### config.mk
export PLATFORM = sky130hd
export DESIGN_NAME = sram_march_bist
export DESIGN_NICKNAME = d
export VERILOG_FILES = /design/src/rtl/sram_march_bist.sv
export SDC_FILE = /design/constraint.sdc
export NUM_CORES = 1
export LEC_CHECK = 0
export BUFFER_PORTS_ARGS = -buffer_cell sky130_fd_sc_hd__buf_4
export CORE_MARGIN = 10
export CORE_UTILIZATION = 25
export DETAILED_ROUTE_END_ITERATION = 12
export MAX_ROUTING_LAYER = met4
export PLACE_DENSITY_LB_ADDON = 0.12
export SKIP_CTS_REPAIR_TIMING = 1
export SYNTH_ARGS = -nofsm -noshare
export SYNTH_HDL_FRONTEND = slang
export SYNTH_SLANG_ARGS = --single-unit
### constraint.sdc
create_clock -name clk -period 3.1 [get_ports clk]
set_input_delay 0.62 -clock clk [delete_from_list [all_inputs] [get_ports clk]]
set_output_delay 0.62 -clock clk [all_outputs]
set_load 0.005 [all_outputs]
### src/rtl/sram_march_bist.sv
// March C- built-in self-test for a single-port synchronous SRAM (registered read data).
// Issues one SRAM operation per cycle and compares each read one cycle later.
module sram_march_bist #(
  parameter int ADDR_W = 4,
  parameter int DATA_W = 16,
  parameter int ERR_W  = 8
) (
  input  logic              clk,
  input  logic              rst,
  input  logic              start,
  output logic              busy,
  output logic              done,
  output logic              fail,
  output logic [ADDR_W-1:0] fail_addr,
  output logic [DATA_W-1:0] fail_exp,
  output logic [DATA_W-1:0] fail_act,
  output logic [ERR_W-1:0]  err_count,
  output logic              sram_we,
  output logic [ADDR_W-1:0] sram_addr,
  output logic [DATA_W-1:0] sram_wdata,
  input  logic [DATA_W-1:0] sram_rdata
);

  typedef enum logic [3:0] {IDLE, M0, M1, M2, M3, M4, M5, FLUSH, DONE} state_t;

  typedef struct packed {
    logic              vld;
    logic [ADDR_W-1:0] addr;
    logic              bg;
  } rd_req_t;

  localparam logic [ADDR_W-1:0] AMAX  = '1;
  localparam logic [ADDR_W-1:0] A_ONE = 1;
  localparam logic [ERR_W-1:0]  E_ONE = 1;

  state_t            state;
  logic              phase;
  rd_req_t           rd_q;
  logic              start_acc, issue_rd, rd_bg, miss;
  logic [DATA_W-1:0] exp_word;

  assign start_acc = start && (state == IDLE || state == DONE);
  assign issue_rd  = !sram_we && (state inside {M1, M2, M3, M4, M5});
  assign rd_bg     = (state == M2) || (state == M4);
  assign exp_word  = {DATA_W{rd_q.bg}};
  assign miss      = rd_q.vld && (sram_rdata != exp_word);

  // Output registers always hold the operation issued in the current cycle;
  // in two-op elements phase=0 is the read, phase=1 the write to the same address.
  always_ff @(posedge clk or posedge rst) begin
    if (rst) begin
      state      <= IDLE;
      phase      <= 1'b0;
      busy       <= 1'b0;
      done       <= 1'b0;
      sram_we    <= 1'b0;
      sram_addr  <= '0;
      sram_wdata <= '0;
    end else begin
      case (state)
        IDLE, DONE: begin
          if (start) begin
            state      <= M0;
            busy       <= 1'b1;
            done       <= 1'b0;
            phase      <= 1'b0;
            sram_we    <= 1'b1;
            sram_addr  <= '0;
            sram_wdata <= '0;
          end
        end
        M0: begin
          if (sram_addr == AMAX) begin
            state     <= M1;
            sram_we   <= 1'b0;
            sram_addr <= '0;
          end else begin
            sram_addr <= sram_addr + A_ONE;
          end
        end
        M1, M2: begin
          if (!phase) begin
            phase      <= 1'b1;
            sram_we    <= 1'b1;
            sram_wdata <= {DATA_W{state == M1}};
          end else begin
            phase      <= 1'b0;
            sram_we    <= 1'b0;
            sram_wdata <= '0;
            if (sram_addr == AMAX) begin
              state     <= (state == M1) ? M2 : M3;
              sram_addr <= (state == M1) ? '0 : AMAX;
            end else begin
              sram_addr <= sram_addr + A_ONE;
            end
          end
        end
        M3, M4: begin
          if (!phase) begin
            phase      <= 1'b1;
            sram_we    <= 1'b1;
            sram_wdata <= {DATA_W{state == M3}};
          end else begin
            phase      <= 1'b0;
            sram_we    <= 1'b0;
            sram_wdata <= '0;
            if (sram_addr == '0) begin
              state     <= (state == M3) ? M4 : M5;
              sram_addr <= (state == M3) ? AMAX : '0;
            end else begin
              sram_addr <= sram_addr - A_ONE;
            end
          end
        end
        M5: begin
          if (sram_addr == AMAX) begin
            state     <= FLUSH;
            sram_addr <= '0;
          end else begin
            sram_addr <= sram_addr + A_ONE;
          end
        end
        FLUSH: begin
          state <= DONE;
          busy  <= 1'b0;
          done  <= 1'b1;
        end
        default: state <= IDLE;
      endcase
    end
  end

  // One-deep compare stage: the SRAM returns read data the cycle after issue.
  always_ff @(posedge clk or posedge rst) begin
    if (rst) begin
      rd_q      <= '0;
      fail      <= 1'b0;
      fail_addr <= '0;
      fail_exp  <= '0;
      fail_act  <= '0;
      err_count <= '0;
    end else begin
      rd_q.vld  <= issue_rd;
      rd_q.addr <= sram_addr;
      rd_q.bg   <= rd_bg;
      if (start_acc) begin
        fail      <= 1'b0;
        fail_addr <= '0;
        fail_exp  <= '0;
        fail_act  <= '0;
        err_count <= '0;
      end else if (miss) begin
        fail <= 1'b1;
        if (err_count != '1) err_count <= err_count + E_ONE;
        if (!fail) begin
          fail_addr <= rd_q.addr;
          fail_exp  <= exp_word;
          fail_act  <= sram_rdata;
        end
      end
    end
  end

endmodule

# Word-level counts from Yosys, hierarchy flattened
# Index checks and enable logic that the tools add are counted.
[word_totals]
regBits = 79
out_inout_bits = 68
wordCells = 111
[classes]
add_sub_neg = 3
eq_ne = 19
n_mux = 45
n_reduce_logical = 29
[op_table]
columns = ["op", "n"]
rows = [
  ["$mux W16", 9],
  ["$mux W4", 18],
  ["$pmux W16 S3", 1],
  ["$mux W8", 3],
  ["$pmux W4 S6", 1],
  ["$eq A4 B3 Y1 const B", 4],
  ["$ne A16 B16 Y1", 1],
  ["$pmux W4 S4", 1],
  ["$ne A2 B2 Y1 const B", 6],
  ["$reduce_and A2 Y1", 5],
  ["$add A8 B1 Y8 const B", 1],
  ["$eq A4 B2 Y1 const B", 2],
  ["$eq A4 B4 Y1 const B", 2],
  ["$logic_not A4 Y1", 2],
  ["$ne A8 B8 Y1 const B", 1],
  ["$reduce_bool A2 Y1", 4],
  ["$reduce_or A2 Y1", 4],
  ["$reduce_and A7 Y1", 1],
  ["$mux W1", 6],
  ["$pmux W1 S2", 3],
  ["$reduce_bool A3 Y1", 2],
  ["$reduce_bool A5 Y1", 1],
  ["$add A4 B1 Y4 const B", 1],
  ["$eq A4 B1 Y1 const B", 1],
  ["other kinds (12)", 16],
]

# Logic depth before layout (Yosys ltp)
[logic_depth]
ltp_word = 5
mapped_depth = 8

# Worst setup path after synthesis
# Ideal clock, no wire load.
[synth_timing]
kind = "input-to-reg"
start = "input sram_rdata[4]"
end = "register fail_exp[14]"
setup_ns = 0.121
t_arrival_ns = 2.131
t_required_ns = 2.979
slack_ns = 0.848
cell_stages = 6
cell_sequence = "or4_1 > nor4_2 > o22ai_2 > and4_4 > buf_6 > a22o_1"
[synth_between]
elab_chain_cells = 4
[synth_rtl]
columns = ["item", "line", "rtl"]
rows = [
  ["start, declared", "21", "input logic [DATA_W-1:0] sram_rdata"],
  ["$ne A16 B16 Y1", "46", "assign miss = rd_q.vld && (sram_rdata != exp_word);"],
  ["$logic_and A1 B1 Y1", "46", ""],
  ["$reduce_bool A2 Y1 (no line)", "--", ""],
  ["$reduce_and A2 Y1 (no line)", "--", ""],
  ["end signal, assigned", "157", "fail_exp <= exp_word;"],
  ["end, declared", "15", "output logic [DATA_W-1:0] fail_exp,"],
]
# No other way between the ends.
# A chain may end at the register's enable or synchronous reset.

# Worst setup path in the final report
[layout_timing]
start = "input sram_rdata[11]"
end = "register fail_act[0]"
[layout_between]
elab_chain_cells = 4
[layout_rtl]
columns = ["item", "line", "rtl"]
rows = [
  ["$ne A16 B16 Y1", "46", ""],
  ["$logic_and A1 B1 Y1", "46", ""],
  ["$reduce_bool A2 Y1 (no line)", "--", ""],
  ["$reduce_and A2 Y1 (no line)", "--", ""],
  ["end signal, assigned", "158", "fail_act <= sram_rdata;"],
  ["end, declared", "16", "output logic [DATA_W-1:0] fail_act,"],
]
# No other way between the ends.

==> flow_summary.json <==
{
  "status": "finished, final reports clean",
  "antenna_cells": 0,
  "synth_seq_cells": 49,
  "clk_pin_slew_worst_paths_ns": 0.09,
  "period_needed_ns": 2.19,
  "seq_area_frac_synth_pct": 45.9,
  "cp_max_fo": 21,
  "yosys.area.top_type": "dfrtp_1",
  "synthFlopType": "dfrtp_1",
  "cp-startpoint": "sram_rdata[11]",
  "insertion_delay_ns": 0.30,
  "grt-ovfl-total": 0,
  "worstPathRequired_ns": 3.34,
  "max_freq_ghz": 0.457,
  "critPathLaunchType": "primary input",
  "worst-slew-pin-transition_ns": 0.532,
  "rr_startpoint": "sram_addr[0]",
  "vias_per_cell": 4.76,
  "synth_area_per_cell_sq_um": 9.83,
  "drcViolationCount": 0,
  "drive_gt1_share_pct": 32.8,
  "synth_nets": 294,
  "ir_drop_v": 0.000337,
  "finClkSkew_ns": 0.00866,
  "crit_type": "in2reg",
  "synth_cell_type_count": 50,
  "crit_path_end": "fail_act[0]",
  "port_buffers": 86,
  "fp.dieH_um": 123,
  "fin_hold_ws_ns": 0.289,
  "routedWlPerCell_um": 15.5,
  "cts_root_buffer": "clkbuf_8",
  "start_util_pct": 25.8,
  "rr_endpoint": "state[2]",
  "die_w_um": 123,
  "final_hold_viol_count": 0,
  "cp-end-kind": "register",
  "finalSetupTns_ns": 0,
  "grt_setup_unrepaired": "no",
  "core_sq_um": 10400,
  "leakage_nw": 1.59,
  "grt_pass1_wl_um": 11700,
  "syn_inst": 272,
  "maxSlewHeadroom_pct": 64.0,
  "dr.pass1.iters": 4,
  "routed_wl_um": 7160,
  "r2r_slack_ns": 0.92,
  "row_count": 37,
  "cts.path.max_buffers": 2,
  "slew_violations": 0,
  "cap_violations": 0,
  "cts_made_buffers": 5,
  "synthesis.area_sq_um": 2670,
  "ff2ff_path_depth": 6,
  "fin_crit_sh_pct": 70.5,
  "grt_pass1_vias": 2205,
  "fin_nets": 347,
  "dr_total_vias": 2199,
  "crit_arrival_ns": 2.43,
  "yosys_warnings": 0,
  "async_flop_share_pct": 100,
  "antenna_found_initial": 0,
  "grt_max_degree": 22,
  "htreeDepth": 2,
  "holdCritPathClass": "in2async",
  "cts.sinks": 49,
  "synth_top_area_share_pct": 45.9,
  "synth_edf_count": 0,
  "die_area_sq_um": 15200,
  "gp_congestion": 0.756,
  "syn_to_final_growth_pct": 23.7,
  "ant_nets": 0,
  "pin_count": 87,
  "yosys-top-cells-area": "dfrtp_1 46%, buf_4 9.0%, a22o_1 6.9%",
  "drt_iter0_markers": 116,
  "grt_use_total_pct": 9.65,
  "p_per_area_nw_per_um2": 864,
  "hpwlAfterDp_um": 5430,
  "setup_viol_count_final": 0,
  "cts_tree": "yes"
}
worst min path at each step:
stage	to	slack (ns)	depth (start not counted)	startpoint
2_1_floorplan	rd_q[3]	0.39	0	sram_addr[2]
3_3_place_gp	fail_addr[3]	0.45	1	rd_q[4]
3_5_place_dp	fail_addr[0]	0.46	1	rd_q[1]
4_1_cts	sram_addr[1]	0.30	2	rst
5_1_grt	sram_addr[1]	0.30	2	rst
6_report	sram_addr[1]	0.29	2	rst
power breakdown:
| group | internal (mW) | switching (mW) | total (mW) |
|---|---|---|---|
| clock network | 0.159 | 0.218 | 0.377 |
| logic | 0.723 | 0.612 | 1.33 |
| registers | 0.843 | 0.303 | 1.15 |
sequential cells by signal, indices dropped and copies added (netlist names):
register,count
rd_q,5
state,4
fail,1
sram_we,1
fail_exp,1
phase,1
busy,1
sram_wdata,1
sram_addr,4
done,1
fail_addr,4
exp_word,1
err_count,8
fail_act,16
cell type report:
type / count / area [sq um]
tap: 136 / 170
clock buffer: 6 / 72.6
fill: 1094 / 7060
inverter: 7 / 26.3
timing repair buffer: 91 / 683
multi-input combinational: 171 / 1110
sequential: 49 / 1230
clock inverter: 2 / 15.0
worst max-delay path, stage by stage:
cell and delay [ns]:
buf_4 0.12, or4_1 0.52, nor4_2 0.32, o22ai_2 0.18, a31oi_2 0.22, buf_4 0.27, a22o_1 0.17
stage by stage:
step | power (mW) | instance area [sq um] | cells | utilization [%] | setup slack [ns]
global placement | 2.52 | 3220 | 454 | 31.0 | 0.624
finish | 2.86 | 3310 | 462 | 31.9 | 0.914
detailed placement | 2.52 | 3220 | 454 | 31.0 | 0.587
global route | 3.13 | 3310 | 462 | 31.9 | 0.680
CTS | 2.91 | 3310 | 462 | 31.9 | 0.891
floorplan | 2.02 | 2670 | 272 | - | 0.848
synth_stat cells, types with 2 or more instances:
cell type and instances:
o21ai_1 9, o211ai_1 2, nor4_2 2, or4_1 5
a221oi_1 2, buf_4 32, buf_2 2, buf_6 2
and3_1 4, a211oi_1 5, a211o_1 2, o31ai_1 3
inv_1 7, nand3_1 7, a22o_1 21, and4_1 2
o21ba_2 2, nor3_1 5, o21bai_1 3, or3_1 9
nand2b_1 4, nor2_1 11, dfrtp_1 49, nand2_1 18
and2_1 2, nand4_1 5, o21ai_0 9, ha_1 3
clkbuf_1 9, a21oi_1 16
layout by cell type, fill, tap and decap left out, drive strengths merged, types with 4 or more instances in the layout:
cell    count
nor3        5
nor2       11
a22o       21
o21ai      18
nand2      18
clkbuf      6
nand4       5
and3        4
a211oi      5
inv         7
nand2b      4
or4         5
nand3       7
a21oi      16
buf        91
dfrtp      49
or3         9
layer usage:
metal | routed length, um | part of all wire (%) | track usage [%] | vias up
met5 | 0 | 0 | - | -
met4 | 43 | 0.60 | 1.75 | 0
met3 | 644 | 9.0 | 2.69 | 5
met2 | 2910 | 41 | 13.4 | 85
met1 | 3570 | 50 | 13.6 | 1028
li1 | - | - | - | 1081
kinds of logic after synthesis:
logic type	count (synthesis)	share of synthesized area, %
compound gates	83	21.9
simple gates	82	17.3
xor+xnor	1	0.328
buf+inv	52	12.5
mux	1	0.421
flops	49	45.9
fa+ha+maj	4	1.78
Note: power is estimated with default switching activity, not from simulation.
